`src/rtl/img_preproc_pkg.sv`:
```
// img_preproc_pkg: shared encodings for the image preprocessing frame sequencer
package img_preproc_pkg;
   localparam logic [1:0] FT_BYPASS = 2'b00;
   localparam logic [1:0] FT_REF = 2'b01;
   localparam logic [1:0] FT_DIFF = 2'b10;
   localparam int ERR_OVF = 0;
   localparam int ERR_DATA = 1;
   localparam int ERR_TLAST = 2;
   localparam int ERR_TO = 3;
   typedef enum logic [2:0] {IDLE, INIT, ARMED, RUN, DRAIN, ERR} state_t;
endpackage

```
`src/rtl/img_preproc_ctrl_ref_phase_cnt.sv`:
```
// ref_phase_cnt: modulo-period frame phase counter with next frame-type decode
module ref_phase_cnt
   import img_preproc_pkg::*;
#(
   parameter int W = 8
) (
   input  logic         aclk,
   input  logic         areset,
   input  logic         clr,
   input  logic         adv,
   input  logic         diff,
   input  logic [W-1:0] period,
   output logic [1:0]   nxt_type
);
   logic [W-1:0] ph, ph_nxt;
   always_comb ph_nxt = ({1'b0, ph} + (W+1)'(1) >= {1'b0, period}) ? '0 : ph + W'(1);
   assign nxt_type = !diff ? FT_BYPASS : ph_nxt == '0 ? FT_REF : FT_DIFF;
   always_ff @(posedge aclk) ph <= (areset || clr) ? '0 : adv ? ph_nxt : ph;
endmodule

```
`src/rtl/img_preproc_ctrl.sv`:
```
// img_preproc_ctrl: frame-level run sequencer for the image preprocessing pipeline
module img_preproc_ctrl
   import img_preproc_pkg::*;
#(
   parameter int REF_PERIOD_W = 8,
   parameter int FRAME_CNT_W  = 16,
   parameter int INIT_LEN     = 4,
   parameter int DRAIN_TO_W   = 24
) (
   input  logic                    aclk,
   input  logic                    areset,
   input  logic                    start,
   input  logic                    stop,
   input  logic                    cfg_diff_en,
   input  logic [REF_PERIOD_W-1:0] cfg_ref_period,
   input  logic [FRAME_CNT_W-1:0]  cfg_num_frames,
   input  logic                    sof,
   input  logic                    frame_store,
   input  logic                    fifo_overflow,
   input  logic                    unexpected_data,
   input  logic                    unexpected_tlast,
   output logic                    init_txn,
   output logic                    diff_en,
   output logic                    wr2ddr_en,
   output logic [1:0]              frame_type,
   output logic                    busy,
   output logic                    done,
   output logic [3:0]              err_flags,
   output logic [FRAME_CNT_W-1:0]  frame_cnt,
   output logic [FRAME_CNT_W-1:0]  stored_cnt
);
   localparam int IW = $clog2(INIT_LEN + 1);
   state_t state, nxt;
   logic cfg_diff;
   logic [REF_PERIOD_W-1:0] cfg_period;
   logic [FRAME_CNT_W-1:0] cfg_num, fc_inc, st_nxt;
   logic [IW-1:0] icnt;
   logic [DRAIN_TO_W-1:0] to_cnt;
   logic go, err_any, init_end, to_exp, last, cnt_sof, cnt_st, drained;
   logic init_d, diff_d, wr_d, busy_d, done_d;
   logic [1:0] nxt_type;
   logic [3:0] err_new;
   assign go = state == IDLE && start;
   assign err_any = fifo_overflow | unexpected_data | unexpected_tlast;
   assign init_end = icnt == IW'(INIT_LEN - 1);
   assign to_exp = &to_cnt;
   assign fc_inc = &frame_cnt ? frame_cnt : frame_cnt + FRAME_CNT_W'(1);
   assign cnt_st = frame_store && (state == RUN || state == DRAIN);
   assign st_nxt = (cnt_st && !(&stored_cnt)) ? stored_cnt + FRAME_CNT_W'(1) : stored_cnt;
   assign last = cfg_num != '0 && fc_inc == cfg_num;
   assign cnt_sof = sof && !err_any && (state == RUN || (state == ARMED && !stop));
   assign drained = st_nxt == frame_cnt;
   ref_phase_cnt #(.W(REF_PERIOD_W)) u_phase (
      .aclk(aclk),
      .areset(areset),
      .clr(go),
      .adv(cnt_sof),
      .diff(cfg_diff),
      .period(cfg_period),
      .nxt_type(nxt_type)
   );
   always_ff @(posedge aclk) state <= areset ? IDLE : nxt;
   always_comb begin
      nxt = state;
      case (state)
         IDLE:  nxt = start ? INIT : IDLE;
         INIT:  nxt = err_any ? ERR : init_end ? ARMED : INIT;
         ARMED: nxt = err_any ? ERR : stop ? IDLE : sof ? (last ? DRAIN : RUN) : ARMED;
         RUN:   nxt = err_any ? ERR : (stop || (sof && last)) ? DRAIN : RUN;
         DRAIN: nxt = (err_any || to_exp) ? ERR : drained ? IDLE : DRAIN;
         ERR:   nxt = init_end ? IDLE : ERR;
         default: nxt = IDLE;
      endcase
   end
   always_comb begin
      init_d = nxt == INIT || nxt == ERR;
      wr_d = nxt == ARMED || nxt == RUN;
      diff_d = cfg_diff && (nxt == ARMED || nxt == RUN || nxt == DRAIN);
      busy_d = nxt != IDLE;
      done_d = state == DRAIN && nxt == IDLE;
      err_new = '0;
      err_new[ERR_OVF] = fifo_overflow;
      err_new[ERR_DATA] = unexpected_data;
      err_new[ERR_TLAST] = unexpected_tlast;
      err_new[ERR_TO] = state == DRAIN && to_exp && !err_any;
   end
   always_ff @(posedge aclk) begin
      if (areset) begin
         cfg_diff <= 1'b0;
         cfg_period <= '0;
         cfg_num <= '0;
         icnt <= '0;
         to_cnt <= DRAIN_TO_W'(1);
         init_txn <= 1'b0;
         diff_en <= 1'b0;
         wr2ddr_en <= 1'b0;
         frame_type <= FT_BYPASS;
         busy <= 1'b0;
         done <= 1'b0;
         err_flags <= '0;
         frame_cnt <= '0;
         stored_cnt <= '0;
      end else begin
         icnt <= (nxt == state && (state == INIT || state == ERR)) ? icnt + IW'(1) : '0;
         to_cnt <= state == DRAIN ? to_cnt + DRAIN_TO_W'(1) : DRAIN_TO_W'(1);
         init_txn <= init_d;
         diff_en <= diff_d;
         wr2ddr_en <= wr_d;
         busy <= busy_d;
         done <= done_d;
         if (go) begin
            cfg_diff <= cfg_diff_en;
            cfg_period <= cfg_ref_period;
            cfg_num <= cfg_num_frames;
            frame_type <= cfg_diff_en ? FT_REF : FT_BYPASS;
            frame_cnt <= '0;
            stored_cnt <= '0;
            err_flags <= '0;
         end else begin
            if (cnt_sof) begin
               frame_cnt <= fc_inc;
               frame_type <= nxt_type;
            end
            stored_cnt <= st_nxt;
            if (state != ERR && nxt == ERR) err_flags <= err_flags | err_new;
         end
      end
   end
endmodule

```
`config.mk`:
```
export PLATFORM = sky130hd
export DESIGN_NAME = img_preproc_ctrl
export DESIGN_NICKNAME = d
export VERILOG_FILES = /design/src/rtl/img_preproc_pkg.sv /design/src/rtl/img_preproc_ctrl_ref_phase_cnt.sv /design/src/rtl/img_preproc_ctrl.sv
export SDC_FILE = /design/constraint.sdc
export NUM_CORES = 1
export LEC_CHECK = 0
export CAP_MARGIN = 10
export CORE_MARGIN = 2
export CORE_UTILIZATION = 45
export DETAILED_ROUTE_END_ITERATION = 6
export GPL_TIMING_DRIVEN = 0
export PLACE_DENSITY = 0.64
export SLEW_MARGIN = 15
export SYNTH_ARGS = -nofsm -noshare
export SYNTH_HDL_FRONTEND = slang
export SYNTH_SLANG_ARGS = --single-unit
```
`constraint.sdc`:
```
create_clock -name aclk -period 4.1 [get_ports aclk]
set_input_delay 0.41 -clock aclk [delete_from_list [all_inputs] [get_ports aclk]]
set_output_delay 0.41 -clock aclk [all_outputs]
set_load 0.005 [all_outputs]
```
Word level (Yosys, flattened, before mapping)
Cells that the tools add are included.
- register bits: 106
- bits of input ports: 34
- output and inout bits: 43
- word-level logic and storage cells: 102
- add/sub/neg operators: 6
- order comparisons: 1
- equality and inequality tests: 15
- mux-type cells: 21
- bitwise gates (word level): 5
- reduce and logical (&&, ||, !) cells: 38
- operators by type and width (cell ; count):
    16-bit by 1-bit adder with 16-bit output, second input constant ; 2
    16-bit == test ; 2
    16-bit 2-to-1 mux ; 2
    16-bit AND reduction ; 2
    3-bit 2-to-1 mux ; 10
    24-bit by 1-bit adder with 24-bit output, second input constant ; 1
    24-bit AND reduction ; 1
    3-bit one-hot mux with 6 select lines ; 1
    16-bit nonzero test ; 1
    3-bit by 2-bit == test with 1-bit output, second input constant ; 5
    1-bit logical AND ; 14
    3-bit == test, second input constant ; 4
    2-bit 2-to-1 mux ; 5
    8-bit by 1-bit adder with 9-bit output, second input constant ; 1
    9-bit by 8-bit >= comparator with 1-bit output ; 1
    1-bit logical OR ; 9
    8-bit by 1-bit adder with 8-bit output, second input constant ; 1
    8-bit zero test ; 1
    8-bit 2-to-1 mux ; 1
    3-bit by 1-bit == test with 1-bit output, second input constant ; 2
    3-bit zero test ; 2
    2-bit OR reduction ; 3
    4-bit OR ; 1
    3-bit by 1-bit adder with 3-bit output, second input constant ; 1
    8 further kinds ; 13

Logic depth before layout (Yosys ltp)
- depth in word-level cells: 13
- gate-level depth with buffers: 12
- mapped depth without buffers: 10

Cells and area by module
Synthesis repeated with hierarchy kept, for this count alone.
- cells, all modules: 774
- area total of the unflattened synthesis: 6170.9 um^2
- by module, submodules not included (module ; times used ; cells each ; area an instance (um^2) ; seq. area each (um^2)):
    img_preproc_ctrl ; 1 ; 678 ; 5447.7 ; 1961.9
    ref_phase_cnt ; 1 ; 96 ; 723.2 ; 160.2

Least setup slack after synthesis
Ideal clock, no wire load.
- kind: register -> register
- from: register stored_cnt[0]
- to: register busy
- library setup time: 148 ps
- data arrival time: 2906 ps
- data required time: 3952 ps
- path slack: 1045 ps
- stages on the path, launching flop included: 11
- buffers on the path: 1
- period minus slack after synthesis: 3055 ps
- cells stage by stage: dfxtp_1 -> ha_1 -> buf_2 -> and4_1 -> o211ai_1 -> or4_1 -> a32o_1 -> or4_1 -> nor4_1 -> a32o_2 -> a41oi_1
- longest elaborated chain between the ends: 9
- elaborated cells on any way between the ends: 10
- classes of those cells: add/sub (1); eq/ne (1); mux (4); reduce/logical (4)
- ends and longest elaborated chain (item ; line ; text):
    from (decl) ; img_preproc_ctrl.sv:30 ; output logic [FRAME_CNT_W-1:0] stored_cnt
    from (signal assigned) ; img_preproc_ctrl.sv:124 ; stored_cnt <= st_nxt;
    parallel branches: the longest is 3 deep, another holds 16-bit by 1-bit adder with 16-bit output ; - ;
    16-bit 2-to-1 mux * ; img_preproc_ctrl.sv:49 ; assign st_nxt = (cnt_st && !(&stored_cnt)) ? stored_cnt + FRAME_CNT_W'(1) : stored_cnt;
    16-bit == test * ; img_preproc_ctrl.sv:52 ; assign drained = st_nxt == frame_cnt;
    3-bit 2-to-1 mux * (2 in series) ; img_preproc_ctrl.sv:70 ; DRAIN: nxt = (err_any || to_exp) ? ERR : drained ? IDLE : DRAIN;
    3-bit one-hot mux with 6 select lines * ; img_preproc_ctrl.sv:65 ; case (state)
    3-bit nonzero test * ; img_preproc_ctrl.sv:79 ; busy_d = nxt != IDLE;
    to (signal assigned) ; img_preproc_ctrl.sv:109 ; busy <= busy_d;
    to (decl) ; img_preproc_ctrl.sv:26 ; output logic busy,
Every way passes the cells marked *.
A chain may end at the register's enable or synchronous reset.

Final worst setup path
- from: register state[1]
- to: register busy
- longest elaborated chain between the ends: 10
- elaborated cells on any way between the ends: 15
- classes of those cells: eq/ne (6); mux (4); reduce/logical (5)
- ends and longest elaborated chain (item ; line ; text):
    from (decl) ; img_preproc_ctrl.sv:33 ; state_t state, nxt;
    from (signal assigned) ; img_preproc_ctrl.sv:62 ; always_ff @(posedge aclk) state <= areset ? IDLE : nxt;
    3-bit by 2-bit == test with 1-bit output / 3-bit == test (equally long branches) ; img_preproc_ctrl.sv:48, img_preproc_ctrl.sv:65 ;
    1-bit logical OR ; img_preproc_ctrl.sv:48 ; assign cnt_st = frame_store && (state == RUN || state == DRAIN);
    1-bit logical AND ; img_preproc_ctrl.sv:48 ;
    1-bit logical AND ; img_preproc_ctrl.sv:49 ;
    16-bit 2-to-1 mux ; img_preproc_ctrl.sv:49 ;
    16-bit == test ; img_preproc_ctrl.sv:52 ;
    3-bit 2-to-1 mux (2 in series) ; img_preproc_ctrl.sv:70 ;
    3-bit one-hot mux with 6 select lines * ; img_preproc_ctrl.sv:65 ;
    3-bit nonzero test * ; img_preproc_ctrl.sv:79 ;
Mark *: on every way between the ends. The rest lies on a longest branch, timed or not.

==> summary.log <==
[yosys] fraction of synthesis flops using an asynchronous set or reset pin 0%
[pwr] register share of total power 47.5%
[yosys] Net Count, Synth 801
[critical_path] Worst Path Required 4290 ps
[yosys] Netlist Area Pre-Place 5930 sq um
[critical_path] critical path, cell by cell clkbuf_1 > or3b_1 > a21boi_0 > nand4_1 > xnor2_1 > a22o_1 > or4_1 > nor4_1 > a32o_2 > a41oi_1
[timing] Least-Margin Pin Slew 902 ps
[cts] CTS Buffer Depth 2
[detailed_routing] final routed DRC violation total 0
[grt] GRT overflow 0
[grt] GR Layer Usage met3 5.89%
[placement] GP Congestion 0.960
[pwr] switching share of power 25.4%
[grt] wire length of the first global-routing pass 27,800 microns
[critical_path] largest stage delay on the critical path 520 ps
[critical_path] cell class contributing the biggest share of worst-path delay simple AND/OR/NAND/NOR gates
[finish] Finished Cell Area 7240 sq um
[detailed_routing] drt first-iter violations 628
[detailed_routing] via count of the routed design 5,690
[yosys] mean post-synth cell area 7.87 sq um
[timing] Max Fclk 262 MHz
[grt] number of antenna violations at the first check in global routing 0
[finish] antenna diode count 0
[pwr] Logic pwr share 10.3%
[cts] cell at the root of the clock tree clkbuf_16
[pwr] Internal Dissipation 1700 uW
[placement] buffers added on ports 76
[critical_path] worst endpoint data arrival time 4000 ps
[yosys] EDFF count, synth 0
[pwr] clock network fraction of design power 42.3%
[critical_path] sum of buffers and inverters on the critical path 1
[run_status] status complete, no violations
[cts] clock tree from TritonCTS yes
[cts] clock latency on the worst-skew pair 360 ps
[finish] number of nets in the layout 889
[pwr] power per unit of standard cell area 315 nW/um^2
[timing] post-route minimum period 3810 ps
[finish] FILL cells 1,310
[pwr] static leakage 0.00249 uW
[finish] Synth-to-Final Area Change 22.2%
[cts] hold buffers post-CTS 0
[grt] gr usage total 24.6%
[grt] met2 global-route usage 41.0%
[critical_path] Worst setup EP type register
[timing] normalized max-slew margin 39.1%
[timing] final-report max-slew violation count 0
[yosys] sequential area share after synthesis 35.8%
[timing] final clock period utilization by the worst path 93.0%
[die] floorplan die area 14,100 sq um
[worst_hold_path] path type of the worst min-delay path reg2reg
[detailed_routing] total wire length after detailed routing 17,200 microns
[yosys] most common flop cell mapped by yosys dfxtp_1
[timing] final setup violating endpoints 0
[grt] vias in the first global route 5,420
[cts] CTS sink count 106
[grt] grt met1 use 31.8%
[detailed_routing] remaining antenna violation count after routing 0
[timing] Total Neg Setup Slack 0 ps
[die] initial standard-cell utilization of the core 46.6%
[critical_path] number of cell instances on the worst register-to-register path 10
[die] Boundary Pins 77
[timing] worst clock skew 8.74 ps
[cts] deepest level of the CTS H-tree 3
[pwr] power spent charging and discharging nets 578 uW
[finish] top library cells by usage in the layout, fill and taps aside 106 x dfxtp_1, 99 x nand2_1, 79 x nor2_1
[pwr] peak supply drop 0.000302 V
[yosys] synth unique cells 62
[critical_path] critical setup path kind reg2reg
[grt] pin count of the biggest net entering global routing 19
[die] Die Wd 119 microns
[finish] number of non-filler instances in the completed layout 1,018
[yosys] number of synthesized register bits 106
[die] total number of placement rows 41
[flow_run] Max-cap violations 0
[critical_path] CP Depth 10
[placement] Detailed Place HPWL 13,300 microns
[finish] fraction of layout cells with a size suffix above 1 4.85%
[grt] most crowded layer after global routing met2
[yosys] YS warnings 0
[worst_hold_path] Hold Path Cell Cnt 1
[die] height of the die 119 microns
[finish] leading cell type in the layout, fill and taps excluded dfxtp_1
[die] CORE AREA 12,700 sq um
[placement] dpl cells 1,002
[detailed_routing] DR pass1 iterations 5
[cts] CTS clock-pin slew for the worst setup and hold paths 80 ps
[detailed_routing] number of vias per cell 5.59
[critical_path] launching element type of the critical path register
[critical_path] Crit-path slowest cell or4_1
[placement] Area after DPL 6910 sq um
[detailed_routing] post-detailed-route wirelength per cell 16.9 microns
[cts] CTS buffer count 9
[timing] RSZ-0062 raised after global routing no
[critical_path] crit-path max FO 10
[timing] number of hold violations in the final report 0
[yosys] gate count of the mapped netlist 753
flip-flops by register name (all words and copies together) (netlist names):
name	cells
busy	1
frame_cnt	16
to_cnt	24
diff_en	1
err_flags	4
icnt	3
cfg_diff	1
frame_type	2
state	3
init_txn	1
cfg_period	8
cfg_num	16
u_phase.ph	8
stored_cnt	16
done	1
wr2ddr_en	1
path summary, 6_finish.rpt:
kind | from | end | slack, ps
setup / recovery | state[1]$_SDFF_PP0_ | busy$_SDFF_PP0_ | 290
hold / removal | to_cnt[0]$_SDFF_PP1_ | to_cnt[0]$_SDFF_PP1_ | 430
setup reg to reg | state[1]$_SDFF_PP0_ | busy$_SDFF_PP0_ | 290
hold reg to reg | to_cnt[0]$_SDFF_PP1_ | to_cnt[0]$_SDFF_PP1_ | 430
per-layer routing:
metal	part of all wire [%]	wire length, microns	vias up
li1	-	-	2825
met1	46	7960	2693
met2	47	8120	149
met3	4.7	814	23
met4	1.9	329	0
met5	0	0	-
worst reg2reg max path, delay by kind of cell (launching register included):
kind,cells,cell delay [ps]
AOI/OAI and AO/OA,4,1120
xor gates and xnor gates,1,210
buffers and inverters,1,230
DFF,1,360
and+or+nand+nor,4,1720
synth_stat cells, drive strengths merged, types with 6 or more instances:
library cell | instances | share of area [%]
nand3b | 6 | 0.76
ha | 14 | 3.0
buf | 15 | 1.2
nor4 | 10 | 1.2
nor3 | 28 | 2.6
nor2 | 79 | 5.0
and4 | 8 | 1.2
xor2 | 39 | 5.8
dfxtp | 106 | 36
nand4 | 29 | 3.1
and3 | 12 | 1.3
inv | 25 | 1.6
nand3 | 41 | 3.5
a211oi | 6 | 0.76
nor2b | 9 | 0.95
nand2 | 99 | 6.3
mux2i | 11 | 1.9
clkbuf | 29 | 1.8
a21oi | 51 | 4.3
or4 | 6 | 0.76
xnor2 | 39 | 5.8
o21ai | 18 | 1.6
through the flow:
step           total power (uW)  hold WS, ps  setup WS (ps)  utilization, %
6_report                   2280          427            288            56.9
5_1_grt                    2370          449            107            56.9
4_1_cts                    2300          432            195            56.9
3_5_place_dp               1340          416            196            54.3
3_3_place_gp               1330          401            145            54.2
2_1_floorplan              1240          388           1050               -
logic make-up (layout without fill, tap and decap cells):
group	Yosys count	count (layout)	synth area share [%]
AO/OA/AOI/OAI	120	120	13.0
XOR/XNOR	78	78	11.5
AND/OR/NAND/NOR	354	354	30.0
adder cells (fa/ha/maj)	14	14	2.96
multiplexers	12	12	2.05
flip-flops	106	106	35.8
buffers and inverters	69	162	4.60
final cells by class:
type	instances	area, sq um	share of cell area [%]
Sequential cell	106	2120	29.3
Tap cell	172	215	2.97
Buffer	44	179	2.47
Timing Repair Buffer	77	766	10.6
Multi-Input combinational cell	578	3540	48.9
Clock inverter	7	98.8	1.36
Clock buffer	9	225	3.11
Inverter	25	93.8	1.30
power by group through the flow:
stage          Sequential, uW  Clock (uW)  Combinational [uW]
2_1_floorplan            1100           0                 137
3_3_place_gp             1100           0                 229
3_5_place_dp             1110           0                 234
4_1_cts                  1080         981                 235
5_1_grt                  1090        1020                 260
6_report                 1080         963                 234
what timing repair did:
| item | CTS | global route |
|---|---|---|
| endpoints found under the setup margin | 0 | 2 |
| hold endpoints to repair | 0 | 0 |
| buffers inserted | 0 | 0 |
| gates resized for setup | 0 | 1 |
No activity file was read; power rests on OpenSTA's default activity.
